[src/rtl/decode_stage.sv]
// rtl/decode_stage.sv - RV32I decode pipeline stage with registered valid/ready output
//
// Purpose: decodes {pc, insn} from fetch into the ALU operation code, operand
// selects, register indices, immediate and load/store/illegal flags, and
// presents the bundle one cycle later on a registered valid/ready output.
// A taken branch (flush) kills all held and incoming work.
//
// Ports:
//   clk, nrst                 clock, asynchronous active-low reset
//   in_valid/in_ready         fetch handshake carrying in_pc, in_insn
//   flush                     ALU br_taken; drops held bundles and the insn accepted this cycle
//   out_valid/out_ready       downstream handshake carrying the out_* bundle
//   out_alucode               ALU operation code (ALU_NOP when illegal)
//   out_op1_type/op2_type     0=REG 1=IMM 2=PC 3=NONE
//   out_rs1/rs2/rd            register indices, 0 when the format lacks the field
//   out_imm, out_pc           sign-extended immediate, pc of the bundle
//   out_reg_we                rd write enable, never set for rd==0
//   out_is_load/is_store      memory access class
//   out_illegal               unsupported opcode/funct
//
// Build option: DECODE_SKID_EN adds a one-entry skid buffer so that in_ready
// is a register (no combinational path from out_ready).
module decode_stage #(
   parameter int W_DATA    = 32,
   parameter int W_ALUCODE = 6
) (
   input  logic                 clk,
   input  logic                 nrst,
   input  logic                 in_valid,
   output logic                 in_ready,
   input  logic [W_DATA-1:0]    in_pc,
   input  logic [W_DATA-1:0]    in_insn,
   input  logic                 flush,
   output logic                 out_valid,
   input  logic                 out_ready,
   output logic [W_ALUCODE-1:0] out_alucode,
   output logic [1:0]           out_op1_type,
   output logic [1:0]           out_op2_type,
   output logic [4:0]           out_rs1,
   output logic [4:0]           out_rs2,
   output logic [4:0]           out_rd,
   output logic [W_DATA-1:0]    out_imm,
   output logic [W_DATA-1:0]    out_pc,
   output logic                 out_reg_we,
   output logic                 out_is_load,
   output logic                 out_is_store,
   output logic                 out_illegal
);

   localparam logic [W_ALUCODE-1:0] ALU_NOP  = W_ALUCODE'(0);
   localparam logic [W_ALUCODE-1:0] ALU_ADD  = W_ALUCODE'(1);
   localparam logic [W_ALUCODE-1:0] ALU_SUB  = W_ALUCODE'(2);
   localparam logic [W_ALUCODE-1:0] ALU_SLT  = W_ALUCODE'(3);
   localparam logic [W_ALUCODE-1:0] ALU_SLTU = W_ALUCODE'(4);
   localparam logic [W_ALUCODE-1:0] ALU_XOR  = W_ALUCODE'(5);
   localparam logic [W_ALUCODE-1:0] ALU_OR   = W_ALUCODE'(6);
   localparam logic [W_ALUCODE-1:0] ALU_AND  = W_ALUCODE'(7);
   localparam logic [W_ALUCODE-1:0] ALU_SLL  = W_ALUCODE'(8);
   localparam logic [W_ALUCODE-1:0] ALU_SRL  = W_ALUCODE'(9);
   localparam logic [W_ALUCODE-1:0] ALU_SRA  = W_ALUCODE'(10);
   localparam logic [W_ALUCODE-1:0] ALU_LUI  = W_ALUCODE'(11);
   localparam logic [W_ALUCODE-1:0] ALU_JAL  = W_ALUCODE'(12);
   localparam logic [W_ALUCODE-1:0] ALU_JALR = W_ALUCODE'(13);
   localparam logic [W_ALUCODE-1:0] ALU_BEQ  = W_ALUCODE'(14);
   localparam logic [W_ALUCODE-1:0] ALU_BNE  = W_ALUCODE'(15);
   localparam logic [W_ALUCODE-1:0] ALU_BLT  = W_ALUCODE'(16);
   localparam logic [W_ALUCODE-1:0] ALU_BGE  = W_ALUCODE'(17);
   localparam logic [W_ALUCODE-1:0] ALU_BLTU = W_ALUCODE'(18);
   localparam logic [W_ALUCODE-1:0] ALU_BGEU = W_ALUCODE'(19);
   localparam logic [W_ALUCODE-1:0] ALU_LB   = W_ALUCODE'(20);
   localparam logic [W_ALUCODE-1:0] ALU_LH   = W_ALUCODE'(21);
   localparam logic [W_ALUCODE-1:0] ALU_LW   = W_ALUCODE'(22);
   localparam logic [W_ALUCODE-1:0] ALU_LBU  = W_ALUCODE'(23);
   localparam logic [W_ALUCODE-1:0] ALU_LHU  = W_ALUCODE'(24);
   localparam logic [W_ALUCODE-1:0] ALU_SB   = W_ALUCODE'(25);
   localparam logic [W_ALUCODE-1:0] ALU_SH   = W_ALUCODE'(26);
   localparam logic [W_ALUCODE-1:0] ALU_SW   = W_ALUCODE'(27);

   localparam logic [1:0] OPD_REG  = 2'd0;
   localparam logic [1:0] OPD_IMM  = 2'd1;
   localparam logic [1:0] OPD_PC   = 2'd2;
   localparam logic [1:0] OPD_NONE = 2'd3;

   localparam logic [6:0] OPC_OP     = 7'b0110011;
   localparam logic [6:0] OPC_OPIMM  = 7'b0010011;
   localparam logic [6:0] OPC_LUI    = 7'b0110111;
   localparam logic [6:0] OPC_AUIPC  = 7'b0010111;
   localparam logic [6:0] OPC_JAL    = 7'b1101111;
   localparam logic [6:0] OPC_JALR   = 7'b1100111;
   localparam logic [6:0] OPC_BRANCH = 7'b1100011;
   localparam logic [6:0] OPC_LOAD   = 7'b0000011;
   localparam logic [6:0] OPC_STORE  = 7'b0100011;

   typedef struct packed {
      logic [W_ALUCODE-1:0] alucode;
      logic [1:0]           op1_type;
      logic [1:0]           op2_type;
      logic [4:0]           rs1;
      logic [4:0]           rs2;
      logic [4:0]           rd;
      logic [W_DATA-1:0]    imm;
      logic [W_DATA-1:0]    pc;
      logic                 reg_we;
      logic                 is_load;
      logic                 is_store;
      logic                 illegal;
   } bundle_t;

   logic [6:0]  opcode;
   logic [2:0]  f3;
   logic [6:0]  f7;
   logic [31:0] imm_i, imm_s, imm_b, imm_u, imm_j;

   assign opcode = in_insn[6:0];
   assign f3     = in_insn[14:12];
   assign f7     = in_insn[31:25];
   assign imm_i  = {{20{in_insn[31]}}, in_insn[31:20]};
   assign imm_s  = {{20{in_insn[31]}}, in_insn[31:25], in_insn[11:7]};
   assign imm_b  = {{19{in_insn[31]}}, in_insn[31], in_insn[7], in_insn[30:25], in_insn[11:8], 1'b0};
   assign imm_u  = {in_insn[31:12], 12'b0};
   assign imm_j  = {{11{in_insn[31]}}, in_insn[31], in_insn[19:12], in_insn[20], in_insn[30:21], 1'b0};

   bundle_t dec;
   logic    legal;
   logic    writes_rd;

   always_comb begin
      dec       = '0;
      legal     = 1'b1;
      writes_rd = 1'b0;
      dec.pc    = in_pc;
      case (opcode)
         OPC_OP: begin
            dec.rs1 = in_insn[19:15]; dec.rs2 = in_insn[24:20]; dec.rd = in_insn[11:7];
            dec.op1_type = OPD_REG; dec.op2_type = OPD_REG; writes_rd = 1'b1;
            case ({f7, f3})
               10'b0000000_000: dec.alucode = ALU_ADD;
               10'b0000000_001: dec.alucode = ALU_SLL;
               10'b0000000_010: dec.alucode = ALU_SLT;
               10'b0000000_011: dec.alucode = ALU_SLTU;
               10'b0000000_100: dec.alucode = ALU_XOR;
               10'b0000000_101: dec.alucode = ALU_SRL;
               10'b0000000_110: dec.alucode = ALU_OR;
               10'b0000000_111: dec.alucode = ALU_AND;
               10'b0100000_000: dec.alucode = ALU_SUB;
               10'b0100000_101: dec.alucode = ALU_SRA;
               default:         legal = 1'b0;
            endcase
         end
         OPC_OPIMM: begin
            dec.rs1 = in_insn[19:15]; dec.rd = in_insn[11:7]; dec.imm = imm_i;
            dec.op1_type = OPD_REG; dec.op2_type = OPD_IMM; writes_rd = 1'b1;
            case (f3)
               3'b000: dec.alucode = ALU_ADD;
               3'b010: dec.alucode = ALU_SLT;
               3'b011: dec.alucode = ALU_SLTU;
               3'b100: dec.alucode = ALU_XOR;
               3'b110: dec.alucode = ALU_OR;
               3'b111: dec.alucode = ALU_AND;
               // shift-immediates reuse the funct7 slot, so it must be a valid shift kind
               3'b001: if (f7 == 7'b0000000) dec.alucode = ALU_SLL; else legal = 1'b0;
               default: begin
                  if (f7 == 7'b0000000)      dec.alucode = ALU_SRL;
                  else if (f7 == 7'b0100000) dec.alucode = ALU_SRA;
                  else                       legal = 1'b0;
               end
            endcase
         end
         OPC_LUI: begin
            dec.rd = in_insn[11:7]; dec.imm = imm_u; dec.alucode = ALU_LUI;
            dec.op1_type = OPD_NONE; dec.op2_type = OPD_IMM; writes_rd = 1'b1;
         end
         OPC_AUIPC: begin
            dec.rd = in_insn[11:7]; dec.imm = imm_u; dec.alucode = ALU_ADD;
            dec.op1_type = OPD_PC; dec.op2_type = OPD_IMM; writes_rd = 1'b1;
         end
         OPC_JAL: begin
            dec.rd = in_insn[11:7]; dec.imm = imm_j; dec.alucode = ALU_JAL;
            dec.op1_type = OPD_NONE; dec.op2_type = OPD_PC; writes_rd = 1'b1;
         end
         OPC_JALR: begin
            dec.rs1 = in_insn[19:15]; dec.rd = in_insn[11:7]; dec.imm = imm_i; dec.alucode = ALU_JALR;
            dec.op1_type = OPD_REG; dec.op2_type = OPD_PC; writes_rd = 1'b1;
            legal = (f3 == 3'b000);
         end
         OPC_BRANCH: begin
            dec.rs1 = in_insn[19:15]; dec.rs2 = in_insn[24:20]; dec.imm = imm_b;
            dec.op1_type = OPD_REG; dec.op2_type = OPD_REG;
            case (f3)
               3'b000:  dec.alucode = ALU_BEQ;
               3'b001:  dec.alucode = ALU_BNE;
               3'b100:  dec.alucode = ALU_BLT;
               3'b101:  dec.alucode = ALU_BGE;
               3'b110:  dec.alucode = ALU_BLTU;
               3'b111:  dec.alucode = ALU_BGEU;
               default: legal = 1'b0;
            endcase
         end
         OPC_LOAD: begin
            dec.rs1 = in_insn[19:15]; dec.rd = in_insn[11:7]; dec.imm = imm_i;
            dec.op1_type = OPD_REG; dec.op2_type = OPD_IMM; dec.is_load = 1'b1; writes_rd = 1'b1;
            case (f3)
               3'b000:  dec.alucode = ALU_LB;
               3'b001:  dec.alucode = ALU_LH;
               3'b010:  dec.alucode = ALU_LW;
               3'b100:  dec.alucode = ALU_LBU;
               3'b101:  dec.alucode = ALU_LHU;
               default: legal = 1'b0;
            endcase
         end
         OPC_STORE: begin
            dec.rs1 = in_insn[19:15]; dec.rs2 = in_insn[24:20]; dec.imm = imm_s;
            dec.op1_type = OPD_REG; dec.op2_type = OPD_IMM; dec.is_store = 1'b1;
            case (f3)
               3'b000:  dec.alucode = ALU_SB;
               3'b001:  dec.alucode = ALU_SH;
               3'b010:  dec.alucode = ALU_SW;
               default: legal = 1'b0;
            endcase
         end
         default: legal = 1'b0;
      endcase
      dec.reg_we = writes_rd && (dec.rd != 5'd0);
      // an illegal word carries only its pc and the flag, so nothing downstream acts on it
      if (!legal) begin
         dec         = '0;
         dec.pc      = in_pc;
         dec.illegal = 1'b1;
      end
   end

   bundle_t out_q;
   logic    out_valid_q;

`ifdef DECODE_SKID_EN
   bundle_t skid_q;
   logic    skid_full;
   logic    accept;

   assign in_ready = !skid_full;
   assign accept   = in_valid && !skid_full;

   always_ff @(posedge clk or negedge nrst) begin
      if (!nrst) begin
         out_q       <= '0;
         out_valid_q <= 1'b0;
         skid_q      <= '0;
         skid_full   <= 1'b0;
      end else if (flush) begin
         out_valid_q <= 1'b0;
         skid_full   <= 1'b0;
      end else if (!out_valid_q || out_ready) begin
         // output slot frees up: an older skid entry always goes first
         if (skid_full) begin
            out_q       <= skid_q;
            out_valid_q <= 1'b1;
            skid_full   <= 1'b0;
         end else if (accept) begin
            out_q       <= dec;
            out_valid_q <= 1'b1;
         end else begin
            out_valid_q <= 1'b0;
         end
      end else if (accept) begin
         skid_q    <= dec;
         skid_full <= 1'b1;
      end
   end
`else
   assign in_ready = !out_valid_q || out_ready;

   always_ff @(posedge clk or negedge nrst) begin
      if (!nrst) begin
         out_q       <= '0;
         out_valid_q <= 1'b0;
      end else if (flush) begin
         out_valid_q <= 1'b0;
      end else if (in_valid && in_ready) begin
         out_q       <= dec;
         out_valid_q <= 1'b1;
      end else if (out_ready) begin
         out_valid_q <= 1'b0;
      end
   end
`endif

   assign out_valid    = out_valid_q;
   assign out_alucode  = out_q.alucode;
   assign out_op1_type = out_q.op1_type;
   assign out_op2_type = out_q.op2_type;
   assign out_rs1      = out_q.rs1;
   assign out_rs2      = out_q.rs2;
   assign out_rd       = out_q.rd;
   assign out_imm      = out_q.imm;
   assign out_pc       = out_q.pc;
   assign out_reg_we   = out_q.reg_we;
   assign out_is_load  = out_q.is_load;
   assign out_is_store = out_q.is_store;
   assign out_illegal  = out_q.illegal;

endmodule

[config.mk]
export PLATFORM = sky130hd
export DESIGN_NAME = decode_stage
export DESIGN_NICKNAME = d
export VERILOG_FILES = /design/src/rtl/decode_stage.sv
export SDC_FILE = /design/constraint.sdc
export NUM_CORES = 1
export LEC_CHECK = 0
export BUFFER_PORTS_ARGS = -buffer_cell sky130_fd_sc_hd__buf_2
export CAP_MARGIN = 20
export CORE_MARGIN = 2
export CORE_UTILIZATION = 55
export DETAILED_ROUTE_END_ITERATION = 12
export PLACE_DENSITY = 0.86
export SLEW_MARGIN = 20
export SYNTH_ARGS = -nofsm -noshare
export SYNTH_HDL_FRONTEND = slang
export SYNTH_SLANG_ARGS = --single-unit
[constraint.sdc]
create_clock -name clk -period 4.55 [get_ports clk]
set_input_delay 0.455 -clock clk [delete_from_list [all_inputs] [get_ports clk]]
set_output_delay 0.455 -clock clk [all_outputs]
set_load 0.02 [all_outputs]
## Word level (Yosys, flattened, before mapping)

Index checks and enable logic that the tools add are counted.

| storage, ports and cells | value |
|---|---|
| input port bits | 69 |
| register bits after elaboration | 94 |
| output and inout port bits | 95 |
| word-level logic and storage cells | 90 |

| cells by class | value |
|---|---|
| reduce and logical (&&, ||, !) cells | 21 |
| bitwise logic cells | 1 |
| eq/ne operators | 26 |
| mux-type cells | 29 |

Operators with widths:

| cell | count |
|---|---|
| one-hot mux 32 bit (5 select lines) | 1 |
| two-way mux 93 bit | 1 |
| one-hot mux 10 bit (9 select lines) | 1 |
| equality test 10 x 3 -> 1 bit, second input constant | 4 |
| one-hot mux 4 bit (10 select lines) | 1 |
| one-hot mux 5 bit (6 select lines) | 1 |
| equality test 7 x 6 -> 1 bit, second input constant | 4 |
| one-hot mux 4 bit (7 select lines) | 1 |
| one-hot mux 5 bit (5 select lines) | 1 |
| equality test 7 bit, second input constant | 3 |
| equality test 10 x 2 -> 1 bit, second input constant | 2 |
| equality test 10 x 9 -> 1 bit, second input constant | 2 |
| OR reduction 6 bit | 3 |
| two-way mux 5 bit | 3 |
| one-hot mux 5 bit (3 select lines) | 1 |
| equality test 7 x 5 -> 1 bit, second input constant | 2 |
| two-way mux 1 bit | 13 |
| equality test 3 bit, second input constant | 4 |
| two-way mux 4 bit | 3 |
| OR reduction 3 bit | 4 |
| equality test 10 x 1 -> 1 bit, second input constant | 1 |
| logical NOT 10 bit | 1 |
| OR reduction 10 bit | 1 |
| equality test 7 x 2 -> 1 bit, second input constant | 1 |
| 16 further kinds | 18 |

## Longest topological paths before layout

| depth | value |
|---|---|
| depth after elaboration | 6 |
| mapped depth | 9 |

## Least setup slack after synthesis

Ideal clock, no wire load.

| path | value |
|---|---|
| path type | input-to-reg |
| start | input in_insn[14] |
| end | register out_q (netlist bit out_alucode[1]) |
| library setup time | 0.134 ns |
| path buffers | 1 |
| path slack | 2.258 ns |
| arrival time | 2.159 ns |
| cell stages on the path | 8 |
| cells stage by stage | clkbuf_1 inv_1 ha_1 or3b_2 a21oi_1 o31ai_1 a221oi_1 a211oi_2 |

| on the way | value |
|---|---|
| longest elaborated chain between the ends | 5 |

RTL lines:

| item | line | source |
|---|---|---|
| from (decl) | 32 | `input logic [W_DATA-1:0] in_insn,` |
| equality test 10 x 9 -> 1 bit, or another cell as far along | 136 | `case ({f7, f3})` |
| OR reduction 10 bit (no line), or another cell as far along | - |  |
| two-way mux 1 bit, or another cell as far along | 136 |  |
| one-hot mux 1 bit (7 select lines) | 132 | `case (opcode)` |
| two-way mux 93 bit * | 225 | `if (!legal) begin` |
| to (signal assigned) | 274 | `out_q <= '0;` |
| to (signal assigned) | 279 | `out_q <= dec;` |
| to (decl) | 232 | `bundle_t out_q;` |

Every way passes the cells marked *; elsewhere a longest branch is shown, timed or not.
A chain may end at the register's enable or synchronous reset.

## Worst setup path in the final report

| path | value |
|---|---|
| start | input in_insn[14] |
| end | register out_q (netlist bit out_imm[14]) |

Same word-level chain as after synthesis.

==> results.cfg <==
[outcome]
status = finished clean

[placed_design]
post-place-ws_ps = 1564
place_congestion = 0.9629
dp_hpwl_um = 9805
portBuffers = 162
place_area_mm2 = 0.005679

[cts]
cts_sinks = 93
clockRootBuffer = clkbuf_8
clk_pin_slew_ps = 90
cts_setup_buffers = 0
clk_path_buf_depth = 2
cts_tree = built
insertion_delay_ps = 350
cts_max_level = 3
cts.repair.resized = 0
cts_buffers = 9
ctsHoldBuffers = 0

[pwr]
p_seq_frac = 0.527
power.density_mw_per_mm2 = 292.5
p_sw_frac = 0.3110
leakage_nw = 2.930
ir_drop_v = 0.0001403
internal_power_w = 0.001177
p_switching_w = 0.0005314
clkPwrFrac = 0.275
combPwrFrac = 0.198

[detailed_routing]
wl_per_cell_um = 16.87
ant_nets = 0
routed_wl_um = 13780
avgViaCountPerCell = 5.862
drt_iter0_drc = 464
route.vias.total = 4789
drt_pass1_iterations = 5
post-route-drc-count = 0

[synthesis]
ys_top_cells_by_area = dfrtp_1, nand2_1, a22oi_1
synth.largest_area_cell = dfrtp_1
ys_seq_area_frac = 0.4770
synth-compound-area-share = 0.2116
yosys.area_share.simple = 0.2519
synth_mux_area_frac = 0.002052
ys_ff_latch = 93
yosys_warnings = 0
synthXorXnorAreaFrac = 0.003591
avgSynthCellArea_um2 = 8.574
yosys.area_share.adder = 0.01026
synth_edf_count = 0
synth_top_family_by_area = simple AND/OR/NAND/NOR gates
synth_top_area_share = 0.4770
syn_nets = 642
synth-async-reset-ratio = 1.000
yosysMostFrequentCell = nand2_1
synth.distinct_cells = 64
netlist_area_mm2 = 0.004878
synthCells = 569
netlist_top_cells_count = nand2_1, dfrtp_1, clkbuf_1
ys.flop_type = dfrtp_1

[critical_path]
critPathSlowestCell = o21ai_2
cp_slowest_stage_delay_ps = 860
timing.rr.start = out_valid
cp-start-kind = input pin
endpoint_kind = flop
crit_type = in2reg
worst-path-max-fanout = 26
crit_chain = buf_2 -> inv_1 -> ha_1 -> nor2b_1 -> o211ai_1 -> o211ai_2 -> o21ai_2 -> o21ai_0
cp.arrival_ps = 2880
cp.required_ps = 4740
startpoint = in_insn[14]

[timing]
setup_viol = 0
setup_ws_ps = 1865
hold_ws_ps = 167.9
period_needed_ps = 2685
fin_tns_setup_ps = 0
rsz0062_at_grt = false
slew_violations = 0
fmax_mhz = 372.4
worstMarginPinSlew_ps = 1040
finalHoldViolations = 0
timing.final.crit_share = 0.5902
skew_ps = 7.720
slew_headroom = 0.3068

[floorplan]
rows = 34
die_h_um = 98.18
coreArea_mm2 = 0.008678
start_util = 0.5621
num_io_pins = 164
die_area_mm2 = 0.009639
die_width_um = 98.18

[finish]
diodes = 0
final_area_mm2 = 0.005842
fillCellCount = 713
area_delta_synth_final_pct = 19.75
nets = 778
layout-drive-gt1-share = 0.2835
post-route-util = 0.6732

[global_route]
grt_pass1_vias = 4435
grt_overflow = 0
antenna_found_initial = 0
grt_pass1_wl_um = 22270
grt_usage = 0.2828
grt_max_degree = 77

[min_path]
hold_class = in2async

[run]
maxCapViolations = 0
worst paths after layout:
kind | depth (start not counted) | slack, ps | endpoint
setup / recovery | 8 | 1860 | out_imm[14]
hold / removal | 1 | 170 | out_pc[30]
setup reg to reg | 7 | 2350 | out_imm[28]
hold reg to reg | 2 | 470 | out_pc[12]
max in group asynchronous | 2 | 3490 | out_imm[15]
min in group clk | 2 | 280 | out_valid
cell type report:
| class | count | area, um^2 | share of cell area |
|---|---|---|---|
| multi-input cells | 428 | 2352 | 0.4027 |
| clock inverters | 4 | 26.28 | 0.004498 |
| well taps | 108 | 135.1 | 0.02313 |
| clock buffers | 11 | 131.4 | 0.02249 |
| inverters | 7 | 26.28 | 0.004498 |
| flip-flops and latches | 93 | 2327 | 0.3984 |
| repair buffers | 166 | 843.3 | 0.1444 |
cell usage in the layout (no fill, tap or decap), types with 6 or more instances in the layout:
master and n:
a21oi_1 20, nand3b_1 7, a31oi_1 7, o21ai_1 23, buf_2 161, inv_1 7, a22oi_1 17, o31ai_2 9
nor3_1 8, nand2b_1 7, o21ai_0 25, o31ai_1 13, nand2_1 190, nor2b_1 6, nor2_1 22, clkbuf_8 9
dfrtp_1 93
flip-flops by register name, indices dropped and copies added, names as in the netlist, 2 cells and up:
signal        cells
out_alucode       5
out_imm          32
out_op1_type      2
out_op2_type      2
out_pc           32
out_rd            5
out_rs1           5
out_rs2           5
stage by stage:
stage                     power [W]  std cells
after floorplan            0.001113        569
after global placement     0.001244        802
after detailed placement   0.001254        802
after CTS                  0.001722        817
after global routing       0.001790        817
final                      0.001709        817
cell families after synthesis:
logic type / count (synthesis)
other cells: 1
buf+inv: 48
simple gates: 271
flops: 93
fa+ha+maj: 4
compound gates: 149
xor+xnor: 2
mux: 1
worst max-delay path: cells and delay by family:
family                     cells  cell delay (ps)
buffers and inverters          2              450
and+or+nand+nor                1               80
adders and majority gates      1              330
AOI/OAI and AO/OA              4             1560
metal layers:
layer	GRT usage	up-vias	wire [um]
met3	0.04510	32	1171
li1	-	2242	-
met4	0.08957	0	316
met2	0.4663	252	6668
met5	0	-	0
met1	0.3874	2263	5623
power groups by stage:
| stage | sequential [W] | clock, W | combinational (W) |
|---|---|---|---|
| 5_1_grt | 0.000905 | 0.000515 | 0.000370 |
| 3_3_place_gp | 0.000915 | 0 | 0.000329 |
| 6_report | 0.000900 | 0.000470 | 0.000338 |
| 4_1_cts | 0.000900 | 0.000484 | 0.000337 |
| 2_1_floorplan | 0.000978 | 0 | 0.000135 |
| 3_5_place_dp | 0.000917 | 0 | 0.000337 |
Power figures use the tool's default switching activity.
